`config.mk`:
```
export PLATFORM = sky130hd
export DESIGN_NAME = fetch_unit
export DESIGN_NICKNAME = d
export VERILOG_FILES = /design/src/rtl/riscv_pkg.sv /design/src/rtl/fetch_buffer.sv /design/src/rtl/fetch_unit.sv
export SDC_FILE = /design/constraint.sdc
export NUM_CORES = 1
export LEC_CHECK = 0
export ABC_AREA = 0
export ABC_CLOCK_PERIOD_IN_PS = 7670
export CAP_MARGIN = 20
export CORE_MARGIN = 2
export CORE_UTILIZATION = 58
export CTS_CLUSTER_DIAMETER = 50
export DETAILED_ROUTE_END_ITERATION = 10
export MAX_ROUTING_LAYER = met4
export PLACE_DENSITY = 0.86
export SYNTH_ARGS = -nofsm -noshare
export SYNTH_HDL_FRONTEND = slang
export SYNTH_HIERARCHICAL = 1
export SYNTH_SLANG_ARGS = --single-unit
```
`constraint.sdc`:
```
create_clock -name clk -period 7.67 [get_ports clk]
set_input_delay 1.534 -clock clk [delete_from_list [all_inputs] [get_ports clk]]
set_output_delay 1.534 -clock clk [all_outputs]
set_load 0.05 [all_outputs]
```
`src/rtl/riscv_pkg.sv`:
```
// Shared definitions for the instruction fetch front end: constants,
// fetch FSM encoding, buffer entry layout and small address helpers.
package riscv_pkg;

  // Canonical RV32I NOP (addi x0, x0, 0) shown to decode when nothing is valid
  localparam logic [31:0] NOP_INSTR        = 32'h0000_0013;
  localparam logic [31:0] DEFAULT_RESET_PC = 32'h0000_0000;
  localparam int unsigned BUF_DEPTH        = 2;

  typedef enum logic [1:0] {
    S_IDLE  = 2'd0,
    S_FETCH = 2'd1,
    S_FLUSH = 2'd2
  } fetch_state_e;

  typedef struct packed {
    logic [31:0] pc;
    logic [31:0] instr;
  } fetch_entry_t;

  // Clear the byte offset so every fetch address is word aligned
  function automatic logic [31:0] align_word(input logic [31:0] addr);
    return addr & 32'hFFFF_FFFC;
  endfunction

  // Sequential fetch address, wrapping naturally at the top of the space
  function automatic logic [31:0] next_word(input logic [31:0] addr);
    return addr + 32'd4;
  endfunction

endpackage

```
`src/rtl/fetch_buffer.sv`:
```
// Two-entry in-order instruction buffer holding {pc, instr} pairs between
// the memory response and the decode stage. Flush empties it in one cycle.
module fetch_buffer
  import riscv_pkg::*;
(
  input  logic         clk,
  input  logic         reset,
  input  logic         push_i,
  input  fetch_entry_t push_entry_i,
  input  logic         pop_i,
  input  logic         flush_i,
  output fetch_entry_t head_o,
  output logic [1:0]   count_o
);

  localparam logic [1:0] FULL_CNT = 2'(BUF_DEPTH);

  fetch_entry_t mem_q [BUF_DEPTH];
  logic         rd_ptr_q, rd_ptr_d;
  logic         wr_ptr_q, wr_ptr_d;
  logic [1:0]   count_q, count_d;
  logic         do_push, do_pop;

  // Next pointer/count values; flush wins over push and pop
  always_comb begin
    do_pop   = pop_i && (count_q != 2'd0);
    do_push  = push_i && ((count_q != FULL_CNT) || do_pop);
    rd_ptr_d = rd_ptr_q;
    wr_ptr_d = wr_ptr_q;
    count_d  = count_q;
    if (flush_i) begin
      rd_ptr_d = 1'b0;
      wr_ptr_d = 1'b0;
      count_d  = 2'd0;
    end else begin
      if (do_pop) begin
        rd_ptr_d = ~rd_ptr_q;
      end else begin
        rd_ptr_d = rd_ptr_q;
      end
      if (do_push) begin
        wr_ptr_d = ~wr_ptr_q;
      end else begin
        wr_ptr_d = wr_ptr_q;
      end
      case ({do_push, do_pop})
        2'b10:   count_d = count_q + 2'd1;
        2'b01:   count_d = count_q - 2'd1;
        default: count_d = count_q;
      endcase
    end
  end

  // Pointer and occupancy registers
  always_ff @(posedge clk) begin
    if (reset) begin
      rd_ptr_q <= 1'b0;
      wr_ptr_q <= 1'b0;
      count_q  <= 2'd0;
    end else begin
      rd_ptr_q <= rd_ptr_d;
      wr_ptr_q <= wr_ptr_d;
      count_q  <= count_d;
    end
  end

  // Entry storage; a write into a full buffer only happens alongside a pop
  always_ff @(posedge clk) begin
    if (reset) begin
      for (int i = 0; i < BUF_DEPTH; i++) begin
        mem_q[i] <= '{pc: 32'h0000_0000, instr: NOP_INSTR};
      end
    end else if (do_push && !flush_i) begin
      mem_q[wr_ptr_q] <= push_entry_i;
    end
  end

  assign head_o  = mem_q[rd_ptr_q];
  assign count_o = count_q;

endmodule

```
`src/rtl/fetch_unit.sv`:
```
// Instruction fetch unit: issues word fetches under a two-slot credit,
// buffers in-order responses for decode, and handles redirects by dropping
// responses to requests already in flight.
module fetch_unit
  import riscv_pkg::*;
#(
  parameter logic [31:0] RESET_PC = DEFAULT_RESET_PC
) (
  input  logic        clk,
  input  logic        reset,
  output logic        imem_req,
  output logic [31:0] imem_addr,
  input  logic        imem_ready,
  input  logic        imem_rvalid,
  input  logic [31:0] imem_rdata,
  input  logic        redirect,
  input  logic [31:0] redirect_pc,
  output logic        instr_valid,
  output logic [31:0] instr,
  output logic [31:0] instr_pc,
  input  logic        instr_ready
);

  fetch_state_e state_q;
  logic [31:0]  fetch_pc_q;
  logic [1:0]   outs_q;
  logic [1:0]   discard_q, discard_d;

  fetch_entry_t head;
  fetch_entry_t push_entry;
  logic [1:0]   buf_count;
  logic         buf_valid;
  logic         pop;
  logic         in_fetch;
  logic         active;
  logic [2:0]   occupancy;
  logic         req;
  logic         accept;
  logic         rsp_live;
  logic         rsp_drop;
  logic         push;
  logic         flush;
  logic [31:0]  resp_pc;

  // Handshake, credit and bookkeeping terms derived from current state
  always_comb begin
    buf_valid  = (buf_count != 2'd0);
    pop        = buf_valid && instr_ready;
    in_fetch   = (state_q == S_FETCH);
    active     = (state_q != S_IDLE);
    // Slots already promised: in flight plus buffered, less what leaves now
    occupancy  = {1'b0, outs_q} + {1'b0, buf_count} - {2'b00, pop};
    req        = in_fetch && (occupancy < 3'd2);
    accept     = req && imem_ready;
    rsp_live   = imem_rvalid && (outs_q != 2'd0);
    rsp_drop   = imem_rvalid && ((discard_q != 2'd0) || (outs_q != 2'd0));
    push       = in_fetch && !redirect && rsp_live;
    flush      = active && redirect;
    // Requests issue at consecutive words, so the oldest one in flight sits
    // outs_q words behind the next fetch address
    resp_pc    = fetch_pc_q - {28'd0, outs_q, 2'b00};
    push_entry = '{pc: resp_pc, instr: imem_rdata};
    // Responses still owed after a redirect, less the one arriving now
    discard_d  = discard_q + outs_q + {1'b0, accept} - {1'b0, rsp_drop};
  end

  // Fetch FSM with fetch PC, in-flight and discard counters
  always_ff @(posedge clk) begin
    if (reset) begin
      state_q    <= S_IDLE;
      fetch_pc_q <= RESET_PC;
      outs_q     <= 2'd0;
      discard_q  <= 2'd0;
    end else begin
      case (state_q)
        S_IDLE: begin
          state_q <= S_FETCH;
        end
        S_FETCH: begin
          if (redirect) begin
            fetch_pc_q <= align_word(redirect_pc);
            outs_q     <= 2'd0;
            discard_q  <= discard_d;
            state_q    <= (discard_d != 2'd0) ? S_FLUSH : S_FETCH;
          end else begin
            if (accept) begin
              fetch_pc_q <= next_word(fetch_pc_q);
            end else begin
              fetch_pc_q <= fetch_pc_q;
            end
            outs_q <= outs_q + {1'b0, accept} - {1'b0, rsp_live};
          end
        end
        S_FLUSH: begin
          if (redirect) begin
            fetch_pc_q <= align_word(redirect_pc);
            discard_q  <= discard_d;
            state_q    <= (discard_d != 2'd0) ? S_FLUSH : S_FETCH;
          end else if (rsp_drop) begin
            discard_q <= discard_d;
            state_q   <= (discard_d != 2'd0) ? S_FLUSH : S_FETCH;
          end else begin
            discard_q <= discard_q;
          end
        end
        default: begin
          state_q <= S_IDLE;
        end
      endcase
    end
  end

  fetch_buffer u_buf (
    .clk          (clk),
    .reset        (reset),
    .push_i       (push),
    .push_entry_i (push_entry),
    .pop_i        (pop),
    .flush_i      (flush),
    .head_o       (head),
    .count_o      (buf_count)
  );

  assign imem_req    = req;
  assign imem_addr   = fetch_pc_q;
  assign instr_valid = buf_valid;
  assign instr       = buf_valid ? head.instr : NOP_INSTR;
  assign instr_pc    = buf_valid ? head.pc : RESET_PC;

endmodule

```
==> flow_summary.yaml <==
outcome:
  status: "finished, final reports clean"
pwr:
  peakVddDrop_uv: 227
  cellLeakagePower_nw: 4.37
  power.total_mw: 3.05
  powerDensity_nw_per_um2: 254
synthesis:
  synth_cells: 902
  async_reset_ff_share_pct: 0
  seq_area_frac_synth_pct: 48.1
  ys.flop_type: "edfxtp_1"
  synth_edf_count: 128
  yosysUniqueCellTypes: 72
  synth_area_per_cell_sq_um: 10.7
  yosysWarnings: 6
  ys_seq_elements: 169
  syn_area_sq_um: 9690
global_route:
  overflow: 0
  grt_pass1_vias: 7204
  antenna_found_initial: 0
  grt.total_usage_pct: 26.5
  grt_max_degree: 67
  grt_pass1_wl_um: 36300
cells_and_area:
  drive_above_1_share_pct: 12.5
  nets: 1111
  layout_common_cells: "and2_1, clkdlybuf4s50_1, edfxtp_1"
  final_common_cell: "and2_1"
  area_growth_pct: 23.7
  antenna_cells: 0
clock_network:
  cts_setup_buffers: 0
  ctsResizeCount: 0
  clk_pin_slew_ns: 0.06
  cts_root_buf: "clkbuf_16"
  clkSinkCount: 169
  htreeDepth: 4
  cts_tree: "yes"
  cts_hold_buf: 0
  insertion_delay_ns: 0.43
  cts_max_path_buffers: 2
  cts_inserted_buffers: 17
timing:
  whs_ns: 0.512
  fin_crit_ns: 6.05
  max_freq_mhz: 165
  fin_skew_ns: 0.0104
  setup_viol: 0
  final-hold-violation-count: 0
  finalCritPeriodShare_pct: 78.9
  grt_setup_unrepaired: "no"
  relSlewSlack_pct: 34.2
  tightest_slew_ns: 0.987
  fin_setup_tns_ns: 0
  finalMaxSlewViolations: 0
die:
  start_util_pct: 58.8
  dieHeight_um: 133
  die_x_um: 133
  pin_count: 168
  core-area_sq_um: 16500
  die_area_sq_um: 17800
  row_count: 47
routing:
  routed_wl_um: 22700
  ant_nets: 0
  viasPerCell: 5.83
  wl_per_cell_um: 18.0
  dr.pass1.iters: 5
  vias: 7337
  drc_errors: 0
  drt_iter0_markers: 603
setup_path:
  worstPathRequired_ns: 6.14
  end_kind: "primary output"
  cp.arrival_ns: 4.52
  cp-start-kind: "input port"
  crit_type: "input port to primary output"
  crit_fanout: 7
min_path:
  hp-class: "flip-flop to flip-flop"
placed_design:
  hpwl_um: 14800
  numPortBuffers: 163
  globalplace.congestion: 0.926
flow_run:
  cap_viol_max_count: 0
==> report_power, final <==
group | total (mW) | switching, mW | internal (mW)
Clock | 0.922 | 0.368 | 0.554
Sequential | 1.20 | 0.144 | 1.06
Combinational | 0.923 | 0.571 | 0.352
Total | 3.05 | 1.08 | 1.96
==> path summary, 6_finish.rpt <==
| kind | to | slack, ns | startpoint | cells after the start |
|---|---|---|---|---|
| setup / recovery | imem_req | 1.62 | instr_ready | 8 |
| hold / removal | discard_q[0] | 0.51 | discard_q[0] | 2 |
| setup reg to reg | state_q[1] | 3.26 | u_buf/count_o[0] | 14 |
| hold reg to reg | discard_q[0] | 0.51 | discard_q[0] | 2 |
==> cell type report <==
cell class | instances | area (sq um)
clock inverter | 14 | 208
fill | 1152 | 4480
timing repair buffer | 173 | 1720
tap | 220 | 275
sequential | 169 | 4670
inverter | 22 | 82.6
clock buffer | 18 | 429
multi-input combinational | 642 | 4610
==> sequential cells by signal (all words and copies together) (netlist names), named ones only <==
name	count
discard_q	2
imem_addr	30
outs_q	2
state_q	2
u_buf/rd_ptr_q	1
u_buf/mem_q	128
u_buf/wr_ptr_q	1
u_buf/count_o	2
==> Yosys cell counts, types with 10 or more instances <==
cell / n / area share (%)
nand2_1: 47 / 1.8
mux2i_1: 10 / 1.0
nand3_1: 21 / 1.1
mux2_2: 65 / 7.6
edfxtp_1: 128 / 40
nor2_1: 24 / 0.93
and2_1: 196 / 13
clkbuf_1: 48 / 1.9
nand2b_1: 16 / 1.0
o21ai_0: 15 / 0.77
buf_2: 11 / 0.57
xnor2_1: 12 / 1.1
a21oi_1: 18 / 0.93
nand4_1: 14 / 0.90
nor3_1: 15 / 0.77
nor4_1: 14 / 0.90
dfxtp_1: 41 / 8.5
buf_6: 10 / 1.2
inv_1: 21 / 0.81
xor2_1: 20 / 1.8
ha_1: 13 / 1.7
or3_1: 14 / 0.90
==> metrics by stage <==
stage                     instance area (sq um)  util, %  std cells  setup WS [ns]
after floorplan                            9710        -        907           2.77
after global placement                    11300     68.8       1224           1.68
after detailed placement                  11300     68.8       1224           1.69
after CTS                                 12000     72.6       1256           1.65
after global routing                      12000     72.8       1258           1.53
final                                     12000     72.8       1258           1.62
==> critical path: stages <==
cell and delay (ns):
clkdlybuf4s50_1 0.45, and2_1 0.22, ha_1 0.26, nand2b_1 0.15
fa_1 0.38, xnor2_1 0.62, nor2_1 0.16, clkdlybuf4s50_1 0.74
==> kinds of logic after synthesis <==
kind of cell             Yosys count  share of synthesized area (%)
AO/OA/AOI/OAI                    100                           7.44
multiplexers                      75                           8.59
flip-flops                       169                           48.1
XOR/XNOR                          34                           3.31
other                              1                         0.0387
adder cells (fa/ha/maj)           16                           2.30
AND/OR/NAND/NOR                  411                           25.4
buffers and inverters             96                           4.79
==> per-layer routing <==
layer  vias up  track usage (%)  wire length [um]
met5         -                -                 0
met4         0             8.16               329
met3        33             4.45              1610
met2       342             43.1             11300
met1      3495             34.1              9450
li1       3467                -                 -
Note: power is estimated with default switching activity, not from simulation.
